--- src/rtl/apb_fsm_controller_pkg.sv ---
// Shared definitions for the AHB-to-APB bridge FSM: state encoding, slave address map, HTRANS codes.
// Also provides the address-to-select decode used when a pipelined write re-derives its slave.
package apb_fsm_controller_pkg;

  localparam logic [2:0] ST_IDLE     = 3'd0;
  localparam logic [2:0] ST_WWAIT    = 3'd1;
  localparam logic [2:0] ST_READ     = 3'd2;
  localparam logic [2:0] ST_WRITE    = 3'd3;
  localparam logic [2:0] ST_WRITEP   = 3'd4;
  localparam logic [2:0] ST_RENABLE  = 3'd5;
  localparam logic [2:0] ST_WENABLE  = 3'd6;
  localparam logic [2:0] ST_WENABLEP = 3'd7;

  localparam logic [31:0] SLV0_BASE = 32'h8000_0000;
  localparam logic [31:0] SLV1_BASE = 32'h8400_0000;
  localparam logic [31:0] SLV2_BASE = 32'h8800_0000;
  localparam logic [31:0] SLV_END   = 32'h8c00_0000;

  localparam logic [1:0] HTRANS_IDLE   = 2'b00;
  localparam logic [1:0] HTRANS_BUSY   = 2'b01;
  localparam logic [1:0] HTRANS_NONSEQ = 2'b10;
  localparam logic [1:0] HTRANS_SEQ    = 2'b11;

  // One-hot slave select for an address; zero outside the mapped window.
  function automatic logic [2:0] addr_to_sel(input logic [31:0] addr);
    logic [2:0] sel;
    sel = 3'b000;
    if (addr >= SLV0_BASE && addr < SLV1_BASE)
      sel = 3'b001;
    else if (addr >= SLV1_BASE && addr < SLV2_BASE)
      sel = 3'b010;
    else if (addr >= SLV2_BASE && addr < SLV_END)
      sel = 3'b100;
    return sel;
  endfunction

endpackage

--- src/rtl/apb_fsm_controller.sv ---
// AHB-to-APB bridge FSM: every APB transfer is one setup plus one enable cycle, outputs registered.
// Reads reach Penable two cycles after valid; Hreadyout drops only in READ/WRITEP setup cycles.
module apb_fsm_controller
  import apb_fsm_controller_pkg::*;
(
  input  logic        Hclk,
  input  logic        Hreset,
  input  logic        valid,
  input  logic        Hwrite,
  input  logic        Hwritereg,
  input  logic [31:0] Haddr,
  input  logic [31:0] Haddr1,
  input  logic [31:0] Haddr2,
  input  logic [31:0] Hwdata,
  input  logic [31:0] Hwdata1,
  input  logic [2:0]  tempselx,
  input  logic [31:0] Prdata,
  output logic [2:0]  Pselx,
  output logic        Penable,
  output logic        Pwrite,
  output logic [31:0] Paddr,
  output logic [31:0] Pwdata,
  output logic        Hreadyout
);

  logic [2:0] state;
  logic [2:0] next_state;
  logic [2:0] sel_latch;
  logic [2:0] sel_pipe;

  // Read data travels straight from the slave to the AHB side outside this block.
  logic unused_prdata;
  assign unused_prdata = ^Prdata;

  assign sel_pipe = addr_to_sel((state == ST_WWAIT) ? Haddr1 : Haddr2);

  always_ff @(posedge Hclk) begin
    if (Hreset)
      state <= ST_IDLE;
    else
      state <= next_state;
  end

  always_comb begin
    next_state = state;
    case (state)
      ST_IDLE: begin
        if (!valid)      next_state = ST_IDLE;
        else if (Hwrite) next_state = ST_WWAIT;
        else             next_state = ST_READ;
      end
      ST_WWAIT:    next_state = valid ? ST_WRITEP : ST_WRITE;
      ST_READ:     next_state = ST_RENABLE;
      ST_WRITE:    next_state = valid ? ST_WENABLEP : ST_WENABLE;
      ST_WRITEP:   next_state = ST_WENABLEP;
      ST_RENABLE,
      ST_WENABLE: begin
        if (!valid)      next_state = ST_IDLE;
        else if (Hwrite) next_state = ST_WWAIT;
        else             next_state = ST_READ;
      end
      ST_WENABLEP: begin
        if (!Hwritereg)  next_state = ST_READ;
        else if (valid)  next_state = ST_WRITEP;
        else             next_state = ST_WRITE;
      end
      default:     next_state = ST_IDLE;
    endcase
  end

  // Outputs are loaded from the state being entered, so they line up with it.
  always_ff @(posedge Hclk) begin
    if (Hreset) begin
      Pselx     <= 3'b000;
      Penable   <= 1'b0;
      Pwrite    <= 1'b0;
      Paddr     <= 32'h0;
      Pwdata    <= 32'h0;
      Hreadyout <= 1'b1;
      sel_latch <= 3'b000;
    end else begin
      if (next_state == ST_WWAIT)
        sel_latch <= tempselx;
      case (next_state)
        ST_READ: begin
          Pselx     <= tempselx;
          Paddr     <= Haddr;
          Pwrite    <= 1'b0;
          Penable   <= 1'b0;
          Hreadyout <= 1'b0;
        end
        ST_WRITE: begin
          Pselx     <= sel_latch;
          Paddr     <= Haddr1;
          Pwdata    <= Hwdata;
          Pwrite    <= 1'b1;
          Penable   <= 1'b0;
          Hreadyout <= 1'b1;
        end
        ST_WRITEP: begin
          // The first pipelined write still sits one stage back; later ones are two stages back.
          sel_latch <= sel_pipe;
          Pselx     <= sel_pipe;
          Paddr     <= (state == ST_WWAIT) ? Haddr1 : Haddr2;
          Pwdata    <= (state == ST_WWAIT) ? Hwdata : Hwdata1;
          Pwrite    <= 1'b1;
          Penable   <= 1'b0;
          Hreadyout <= 1'b0;
        end
        ST_RENABLE,
        ST_WENABLE,
        ST_WENABLEP: begin
          Penable   <= 1'b1;
          Hreadyout <= 1'b1;
        end
        default: begin
          Pselx     <= 3'b000;
          Penable   <= 1'b0;
          Hreadyout <= 1'b1;
        end
      endcase
    end
  end

endmodule
--- config.mk ---
export PLATFORM = sky130hd
export DESIGN_NAME = apb_fsm_controller
export DESIGN_NICKNAME = d
export VERILOG_FILES = /design/src/rtl/apb_fsm_controller_pkg.sv /design/src/rtl/apb_fsm_controller.sv
export SDC_FILE = /design/constraint.sdc
export NUM_CORES = 1
export LEC_CHECK = 0
export CAP_MARGIN = 20
export CELL_PAD_IN_SITES_DETAIL_PLACEMENT = 0
export CELL_PAD_IN_SITES_GLOBAL_PLACEMENT = 1
export CORE_ASPECT_RATIO = 0.8
export CORE_MARGIN = 10
export CORE_UTILIZATION = 26
export CTS_BUF_LIST = sky130_fd_sc_hd__clkbuf_8
export CTS_CLUSTER_DIAMETER = 100
export DETAILED_ROUTE_END_ITERATION = 7
export PLACE_DENSITY_LB_ADDON = 0.1
export SLEW_MARGIN = 20
export SYNTH_ARGS = -nofsm -noshare
export SYNTH_HDL_FRONTEND = slang
export SYNTH_SLANG_ARGS = --single-unit
--- constraint.sdc ---
create_clock -name Hclk -period 2.1 [get_ports Hclk]
set_input_delay 0.525 -clock Hclk [delete_from_list [all_inputs] [get_ports Hclk]]
set_output_delay 0.525 -clock Hclk [all_outputs]
set_load 0.01 [all_outputs]
# After elaboration in Yosys (flattened, before gate mapping)
# Index checks and enable logic that the tools add are counted.
[word_totals] in_bits=200 elab_cells=59 ff_bits=76
[classes] n_eq_ne=14 magnitude_cmp=6 n_reduce_logical=12 mux=19
[op_table] operator=">= comparator 32 bit (second input constant)" n=3
[op_table] operator="less-than comparator 32 bit (second input constant)" n=3
[op_table] operator="case mux 32 bit (3 select lines)" n=1
[op_table] operator="2-to-1 mux 32 bit" n=2
[op_table] operator="case mux 32 bit (2 select lines)" n=1
[op_table] operator="equality test 3 bit (second input constant)" n=8
[op_table] operator="2-to-1 mux 3 bit" n=7
[op_table] operator="case mux 3 bit (6 select lines)" n=1
[op_table] operator="equality test 3 x 2 -> 1 bit (second input constant)" n=4
[op_table] operator="case mux 3 bit (4 select lines)" n=1
[op_table] operator="equality test 3 x 1 -> 1 bit (second input constant)" n=2
[op_table] operator="nonzero test 2 bit" n=3
[op_table] operator="OR reduction 3 bit" n=2
[op_table] operator="2-to-1 mux 2 bit" n=2
[op_table] operator="OR reduction 2 bit" n=2
[op_table] operator="logical AND 1 bit" n=3
[op_table] operator="logical NOT 3 bit" n=1
[op_table] operator="2-to-1 mux 1 bit" n=3
[op_table] operator="nonzero test 3 bit" n=1
[op_table] operator="case mux 1 bit (2 select lines)" n=1

# Logic depth before layout (Yosys ltp)
# Gate-level depths: netlist of the first run.
[logic_depth] ltp_word=8 mapped_depth=7 ltp_nobuf=4

# Worst setup path after synthesis of the first run
# Ideal clock, no wire load.
[synth_timing] path_type="in2reg" startpoint="input port Haddr1[30]" endpoint="register sel_latch[0]" arrival_ps=1663 slack_ps=354 path_stages=4 n_path_buf=0 cell_sequence="or4b_2 nor4_1 o21ai_0 o221ai_1"
[synth_via] elab_chain_len=6 elab_cells_between_ends=10 cone_classes="order compare: 4; mux: 4; reduce/logical: 2"
[synth_lines] element="start: declaration" line_no="apb_fsm_controller.sv:12" source="input logic [31:0] Haddr1,"
[synth_lines] element="2-to-1 mux 32 bit *" line_no="apb_fsm_controller.sv:35" source="assign sel_pipe = addr_to_sel((state == ST_WWAIT) ? Haddr1 : Haddr2);"
[synth_lines] element=">= comparator 32 bit or less-than comparator 32 bit (tied branches)" line_no="apb_fsm_controller_pkg.sv:30" source="else if (addr >= SLV1_BASE && addr < SLV2_BASE)"
[synth_lines] element="logical AND 1 bit" line_no="apb_fsm_controller_pkg.sv:30"
[synth_lines] element="2-to-1 mux 3 bit" line_no="apb_fsm_controller_pkg.sv:30"
[synth_lines] element="2-to-1 mux 3 bit *" line_no="apb_fsm_controller_pkg.sv:28" source="if (addr >= SLV0_BASE && addr < SLV1_BASE)"
[synth_lines] element="2-to-1 mux 3 bit *" line_no="apb_fsm_controller.sv:84" source="case (next_state)"
[synth_lines] element="end signal: assignment" line_no="apb_fsm_controller.sv:83" source="sel_latch <= tempselx;"
[synth_lines] element="end signal: assignment" line_no="apb_fsm_controller.sv:102" source="sel_latch <= sel_pipe;"
[synth_lines] element="end: declaration" line_no="apb_fsm_controller.sv:28" source="logic [2:0] sel_latch;"
# Every way passes the cells marked *; elsewhere a longest branch is shown, timed or not.
# A chain may end at the register's enable or synchronous reset.

# Worst setup path after layout of the first run
[layout_timing] startpoint="input port Haddr1[31]" endpoint="register Pselx[1]"
[layout_via] elab_chain_len=6 elab_cells_between_ends=10 cone_classes="order compare: 4; mux: 4; reduce/logical: 2"
[layout_lines] element="2-to-1 mux 32 bit *" line_no="apb_fsm_controller.sv:35"
[layout_lines] element=">= comparator 32 bit or less-than comparator 32 bit (tied branches)" line_no="apb_fsm_controller_pkg.sv:30"
[layout_lines] element="logical AND 1 bit" line_no="apb_fsm_controller_pkg.sv:30"
[layout_lines] element="2-to-1 mux 3 bit" line_no="apb_fsm_controller_pkg.sv:30"
[layout_lines] element="2-to-1 mux 3 bit *" line_no="apb_fsm_controller_pkg.sv:28"
[layout_lines] element="case mux 3 bit (4 select lines) *" line_no="apb_fsm_controller.sv:84"
[layout_lines] element="end signal: assignment" line_no="apb_fsm_controller.sv:86" source="Pselx <= tempselx;"
[layout_lines] element="end signal: assignment" line_no="apb_fsm_controller.sv:93" source="Pselx <= sel_latch;"
[layout_lines] element="end signal: assignment" line_no="apb_fsm_controller.sv:103" source="Pselx <= sel_pipe;"
[layout_lines] element="end: declaration" line_no="apb_fsm_controller.sv:18" source="output logic [2:0] Pselx,"
# Marks and branches as above.

==> results of run 1 <==
-- metrics by stage --
step                      instance area (um2)  setup TNS, ns  hold WS, ns  setup WS [ns]
after global placement                   7160          -2.87        0.461         -0.251
after floorplan                          4400              0        0.467          0.354
after detailed placement                 7160          -4.61        0.467         -0.278
after global routing                     7370              0        0.424        0.00546
after CTS                                7350              0        0.411          0.116
final                                    7370              0        0.435          0.113
-- cells in the final DEF, fill, tap and decap left out, types with 21 or more instances in the layout --
master / synthesis / routed
o2111ai_1: 32 / 32
inv_1: 39 / 39
nor2_1: 36 / 36
dfxtp_1: 76 / 74
nand2_1: 42 / 41
o211ai_1: 34 / 34
a21oi_1: 38 / 37
buf_4: 4 / 21
o221ai_1: 34 / 34
a311oi_1: 32 / 32
nand3_1: 38 / 38
o21ai_0: 38 / 37
clkdlybuf4s50_1: 0 / 235
-- critical path, cell delays in order --
cell and delay [ns]:
clkdlybuf4s50_1 0.52, or4b_2 0.68, nor4_1 0.22, o21ai_1 0.15, a32oi_1 0.19
-- sequential cells by signal (all words and copies together) (netlist names) --
register	count
Hreadyout	1
Paddr	32
Penable	1
Pselx	3
Pwdata	32
Pwrite	1
sel_latch	3
state	3
-- cell usage after synthesis (all sizes together) (2+ instances only) --
library cell  instances
a21oi                40
a311oi               32
a31o                  2
a31oi                 4
a32oi                 5
and4                  2
buf                  29
clkbuf               40
dfxtp                76
inv                  39
nand2                43
nand2b                3
nand3                38
nand3b                3
nor2                 36
nor2b                 5
nor3b                 3
nor4                  4
nor4b                 2
o2111ai              32
o211ai               34
o21a                  2
o21ai                39
o221ai               34
o311ai                2
or3                   2
or3b                  2
or4b                  2
-- power by group through the flow --
stage / Sequential (W) / Combinational (W) / Clock, W
floorplan: 0.00197 / 0.00121 / 0
global placement: 0.00189 / 0.00264 / 0
detailed placement: 0.00190 / 0.00267 / 0
CTS: 0.00187 / 0.00268 / 0.00119
global route: 0.00190 / 0.00291 / 0.00124
finish: 0.00186 / 0.00267 / 0.00115
-- routing by layer --
layer	part of all wire	track usage	wire, um
met2	0.46	0.281	9560
met5	0	0	0
met4	0.0079	0.0355	165
met1	0.46	0.239	9670
met3	0.072	0.0508	1510
-- path summary, 6_finish.rpt --
kind                            depth (start not counted)  slack (ns)                endpoint
worst max register to register                          5        0.21   Pselx[0]$_SDFFE_PP0N_
worst min register to register                          2        0.48  Paddr[17]$_SDFFE_PP0P_
worst min-delay path                                    2        0.44      Penable$_SDFF_PP0_
worst max-delay path                                    5        0.11   Pselx[1]$_SDFFE_PP0N_
-- area by class of cell --
class | count | area, um2
fill | 1659 | 9190
timing repair buffer | 270 | 2750
multi-input combinational | 384 | 2480
sequential | 76 | 1520
tap | 220 | 275
inverter | 39 | 146
clock buffer | 9 | 124
clock inverter | 7 | 65.1
-- kinds of logic (layout without fill, tap and decap cells) --
group | after synthesis | after routing | synth area share
AO/OA/AOI/OAI | 232 | 232 | 0.382
AND/OR/NAND/NOR | 150 | 150 | 0.167
buffers and inverters | 108 | 325 | 0.101
flip-flops | 76 | 76 | 0.346
adder cells (fa/ha/maj) | 1 | 1 | 0.00227
XOR/XNOR | 1 | 1 | 0.00199
-- repair_timing --
| item | in CTS | in global routing |
|---|---|---|
| hold buffers | 0 | 0 |
| resized for setup | 0 | 5 |
| endpoints found under the setup margin | 0 | 7 |
==> summary.md, run 1 <==
| Metric | Value |
|---|---|
| Clock sink count | `76` |
| Inserted Diodes | `0` |
| Syn_area_per_cell | `around 7.7 um2` |
| Non-Filler Instances | `1,005` |
| PortBufs | `237` |
| Crit Path Max Fanout | `3` |
| DR vias/cell | `between 5 and 6` |
| Critical Setup Path Class | `in -> reg` |
| Core ar. | `16,600 um2` |
| DR pass1 iterations | `5` |
| Tmin final | `1.99 ns` |
| Max Root-Sink Buffers | `2` |
| Number of flops mapped to enable cells by yosys | `0` |
| FP Rows | `between 40 and 50` |
| CP Launch Type | `input port` |
| Total GRT Usage | `0.179` |
| Final antenna-violating net count | `0` |
| Worst IR Drop VDD | `0.290 mV` |
| Vert. Die Dim | `136 um` |
| Gr ovfl total | `0` |
| NumNets Final | `980` |
| Switching part of the total | `0.392` |
| Slew Limit Fails | `0` |
| Routed via count | `5,352` |
| IO Count | `270` |
| Cts bufs inserted | `9` |
| Power density cells | `771 nW/um2` |
| Final Setup Violations | `0` |
| Root Buffer Master | `clkbuf_8` |
| Vias in the first global route | `5,464` |
| Hold Fails Final Rpt | `0` |
| Period utilization | `0.946` |
| Clock skew after layout | `around 0.012 ns` |
| Largest net degree at the start of global routing | `74` |
| First-pass GRT wire length | `32.0 mm` |
| Relative slew margins | `0.698` |
| Crit path from | `Haddr1[31]` |
| Setup repair bufs after CTS | `0` |
| Fmax | `0.503 GHz` |
| DRC | `0` |
| Combinational fraction of design power | `0.470` |
| Fraction of registers with async set/reset | `0` |
| DRT iter0 DRCs | `327` |
| P_int | `approximately 0.0035 W` |
| CTS tree | `yes` |
| Initial antenna violation count | `0` |
| Seq/Total Area, Yosys | `0.346` |
| Area leader, netlist | `dfxtp_1` |
| Share of layout cells above drive strength 1 | `0.0828` |
| Starting Density | `0.266` |
| RSZ-0062 raised after global routing | `false` |
| Clock share of power | `0.202` |
| Mapped cell area | `4400 um2` |
| Wirelength per Cell | `20.8 um` |
| RD Place Congestion | `0.859` |
| Die Wd | `165 um` |
| Max-Cap Viols | `0` |
| Syn Inst Count | `568` |
| Start of the worst register-to-register path | `state[0]$_SDFF_PP0_` |
| Power Total | `~0.0057 W` |
| Status | `complete, no violations` |
| Post-synth top flop | `dfxtp_1` |
| Share of the synthesized area in the top cell type | `0.346` |
| Post-Syn Nets | `768` |
| Hold path start | `Hreset` |
| Critical path required time | `between 2 and 2.5 ns` |
| Seq cells post-synth | `between 70 and 80` |
| Net switching power | `0.00223 W` |
| Ranking of synthesized cells by area | `dfxtp_1 (35%), o221ai_1 (6.8%), a311oi_1 (6.4%), o2111ai_1 (6.4%), o211ai_1 (5.8%)` |
| Flop pwr share | `0.328` |
| Critical Path Sink Type | `flop` |
| H-tree depth | `3` |
| Placed insts | `a little under 1,000` |
| Clock transition time at the flip-flop clock pins of the worst setup and hold paths | `0.09 ns` |
| Clk Latency, worst-skew pair | `0.38 ns` |
| Post-DP HPWL | `15.4 mm` |
| Finished Core Util | `0.445` |
| Leakage | `2.54 nW` |
| Hold/Removal Path Class | `in -> reg` |
| Worst-margin pin slew | `0.452 ns` |
| Distinct cells, synth | `48` |
| Drt total wl | `20.9 mm` |
| Area delta synth->final | `67.4%` |
| Die area | `22,600 um2` |
| YS warnings | `0` |
| Worst EP arrival | `2.29 ns` |
No activity file was read; power rests on OpenSTA's default activity.
==> run 2, diff against run 1 <==
==> constraint.sdc (replaced) <==
create_clock -name Hclk -period 1.9 [get_ports Hclk]
set_input_delay 0.475 -clock Hclk [delete_from_list [all_inputs] [get_ports Hclk]]
set_output_delay 0.475 -clock Hclk [all_outputs]
set_load 0.01 [all_outputs]
==> run 2 against run 1 <==
  * Global-route usage rose by 0.29 points
  * Worst setup slack got worse by 0.10 ns
  * Clock skew about the same
  * Critical path type unchanged
==> summary.md, run 2 (synthesis results as in run 1) <==
| Metric | Value |
|---|---|
| Critical path required time | `2.19 ns (was 2.41 ns)` |
| Cts bufs inserted | `9 (unchanged)` |
| RD Place Congestion | `0.837 (was 0.859)` |
| Hold path start | `Hreset (unchanged)` |
| Inserted Diodes | `0 (unchanged)` |
| Clock transition time at the flip-flop clock pins of the worst setup and hold paths | `0.10 ns (was 0.09 ns)` |
| Highest-count cells in the layout ignoring fill and taps | `clkdlybuf4s50_1 (233), dfxtp_1 (73), nand2_1 (42) (was clkdlybuf4s50_1 (235), dfxtp_1 (74), nand2_1 (41))` |
| Critical Path Sink Type | `flop (unchanged)` |
| Net switching power | `0.00248 W (was 0.00223 W)` |
| DR vias/cell | `5.39 (was 5.33)` |
| Start of the worst register-to-register path | `state[1]$_SDFF_PP0_ (was state[0]$_SDFF_PP0_)` |
| Die Wd | `165 um (unchanged)` |
| CP Launch Type | `input port (unchanged)` |
| Switching part of the total | `0.382 (was 0.392)` |
| Share of layout cells above drive strength 1 | `0.100 (was 0.0828)` |
| Core ar. | `16,600 um2 (unchanged)` |
| Tmin final | `1.89 ns` |
| Max-Cap Viols | `0 (unchanged)` |
| Slew Limit Fails | `0 (unchanged)` |
| Clock share of power | `0.212 (was 0.202)` |
| Area delta synth->final | `70.1% (was 67.4%)` |
| DRC | `0 (unchanged)` |
| Status | `complete, no violations (unchanged)` |
| Clock sink count | `76 (unchanged)` |
| Total GRT Usage | `0.182 (was 0.179)` |
| Drt total wl | `21.6 mm (was 20.9 mm)` |
| Combinational fraction of design power | `0.472 (was 0.470)` |
| PortBufs | `237 (unchanged)` |
| Power density cells | `867 nW/um2 (was 771 nW/um2)` |
| IO Count | `270 (unchanged)` |
| CTS tree | `yes (unchanged)` |
| Worst EP arrival | `2.18 ns (was 2.29 ns)` |
| H-tree depth | `3 (unchanged)` |
| Biggest regs | `Paddr x32, Pwdata x32 (unchanged)` |
| Wirelength per Cell | `21.3 um (was 20.8 um)` |
| Hold/Removal Path Class | `in -> reg (unchanged)` |
| Fmax | `0.528 GHz` |
| Final Setup Violations | `0 (unchanged)` |
| Clock skew after layout | `0.0124 ns (was 0.0123 ns)` |
| Crit Path Max Fanout | `3 (unchanged)` |
| Largest net degree at the start of global routing | `51 (was 74)` |
| Max Root-Sink Buffers | `2 (unchanged)` |
| Finished Core Util | `0.452 (was 0.445)` |
| Flop pwr share | `0.316 (was 0.328)` |
| Worst IR Drop VDD | `0.386 mV (was 0.290 mV)` |
| Final antenna-violating net count | `0 (unchanged)` |
| Relative slew margins | `0.665 (was 0.698)` |
| Vias in the first global route | `5,408 (was 5,464)` |
| First-pass GRT wire length | `32.2 mm (was 32.0 mm)` |
| FP Rows | `42 (unchanged)` |
| Crit path from | `Haddr2[30] (was Haddr1[31])` |
| DR pass1 iterations | `5 (unchanged)` |
| Post-DP HPWL | `15.9 mm (was 15.4 mm)` |
| P_int | `0.00401 W (was 0.00346 W)` |
| Gr ovfl total | `0 (unchanged)` |
| Critical Setup Path Class | `in -> reg (unchanged)` |
| Sum Neg Setup Slack | `0 ns (unchanged)` |
| Routed via count | `5,486 (was 5,352)` |
| Final WS setup | `0.00762 ns (was 0.113 ns)` |
| Root Buffer Master | `clkbuf_8 (unchanged)` |
| NumNets Final | `993 (was 980)` |
| Clk Latency, worst-skew pair | `0.38 ns (about the same)` |
| Fillers | `1,650 (was 1,659)` |
| Starting Density | `0.266 (unchanged)` |
| DRT iter0 DRCs | `365 (was 327)` |
| Period utilization | `0.996` |
| Hold Fails Final Rpt | `0 (unchanged)` |
| Commonest non-fill, non-tap cell in the layout | `clkdlybuf4s50_1 (unchanged)` |
| Worst-margin pin slew | `0.503 ns (was 0.452 ns)` |
| Worst slack, placed | `-0.426 ns (was -0.278 ns)` |
| Initial antenna violation count | `1 (was 0)` |
| Leakage | `2.65 nW (was 2.54 nW)` |
| Vert. Die Dim | `136 um (unchanged)` |
| Die area | `22,600 um2 (unchanged)` |
run 2: repair_timing:
item,in CTS,in global routing
buffers inserted,0,2
hold buffers,0,0
setup endpoints to repair,2,18
cloned,0,1
pin swaps,0,1
gates resized for setup,2,11
run 2: metal layers:
layer / part of all wire / track usage / up-vias / wire length, um
met5: 0 / 0 / - / 0
met4: 0.010 / 0.0399 / 0 / 227
met3: 0.075 / 0.0468 / 15 / 1620
met2: 0.47 / 0.280 / 205 / 10100
met1: 0.45 / 0.248 / 2636 / 9730
li1: - / - / 2630 / -
run 2: per-stage QoR:
step	instances	total power [W]	hold slack [ns]	cell area, um2
final	1018	0.00649	0.398	7490
after global routing	1018	0.00690	0.389	7490
after CTS	1015	0.00649	0.366	7400
after detailed placement	999	0.00509	0.466	7200
after global placement	999	0.00504	0.460	7200
after floorplan	568	0.00351	0.467	4400
run 2: area by class of cell:
| class | instances | area [um2] | area share |
|---|---|---|---|
| timing repair buffer | 283 | 2830 | 0.379 |
| multi-input combinational | 384 | 2500 | 0.334 |
| sequential | 76 | 1530 | 0.204 |
| tap | 220 | 275 | 0.0368 |
| inverter | 39 | 146 | 0.0196 |
| clock buffer | 9 | 124 | 0.0165 |
| clock inverter | 7 | 82.6 | 0.0110 |
run 2: path summary, 6_finish.rpt:
path / cells past startpoint / endpoint / slack [ns]
min reg2reg: 2 / Paddr[22]$_SDFFE_PP0P_ / 0.48
max: 5 / sel_latch[2]$_SDFFE_PP0P_ / 0.008
max reg2reg: 6 / Paddr[1]$_SDFFE_PP0P_ / 0.14
min: 2 / Penable$_SDFF_PP0_ / 0.40
run 2: worst max-delay path, stage by stage:
cell and delay [ns]:
clkdlybuf4s50_1 0.46, or4b_4 0.58, nor4b_1 0.29, o21ai_1 0.16, o221ai_1 0.22
run 2: power groups by stage:
| stage | clock network (W) | registers [W] | logic, W |
|---|---|---|---|
| floorplan | 0 | 0.00218 | 0.00133 |
| global placement | 0 | 0.00207 | 0.00297 |
| detailed placement | 0 | 0.00208 | 0.00301 |
| CTS | 0.00143 | 0.00205 | 0.00302 |
| global route | 0.00148 | 0.00209 | 0.00333 |
| finish | 0.00138 | 0.00205 | 0.00307 |
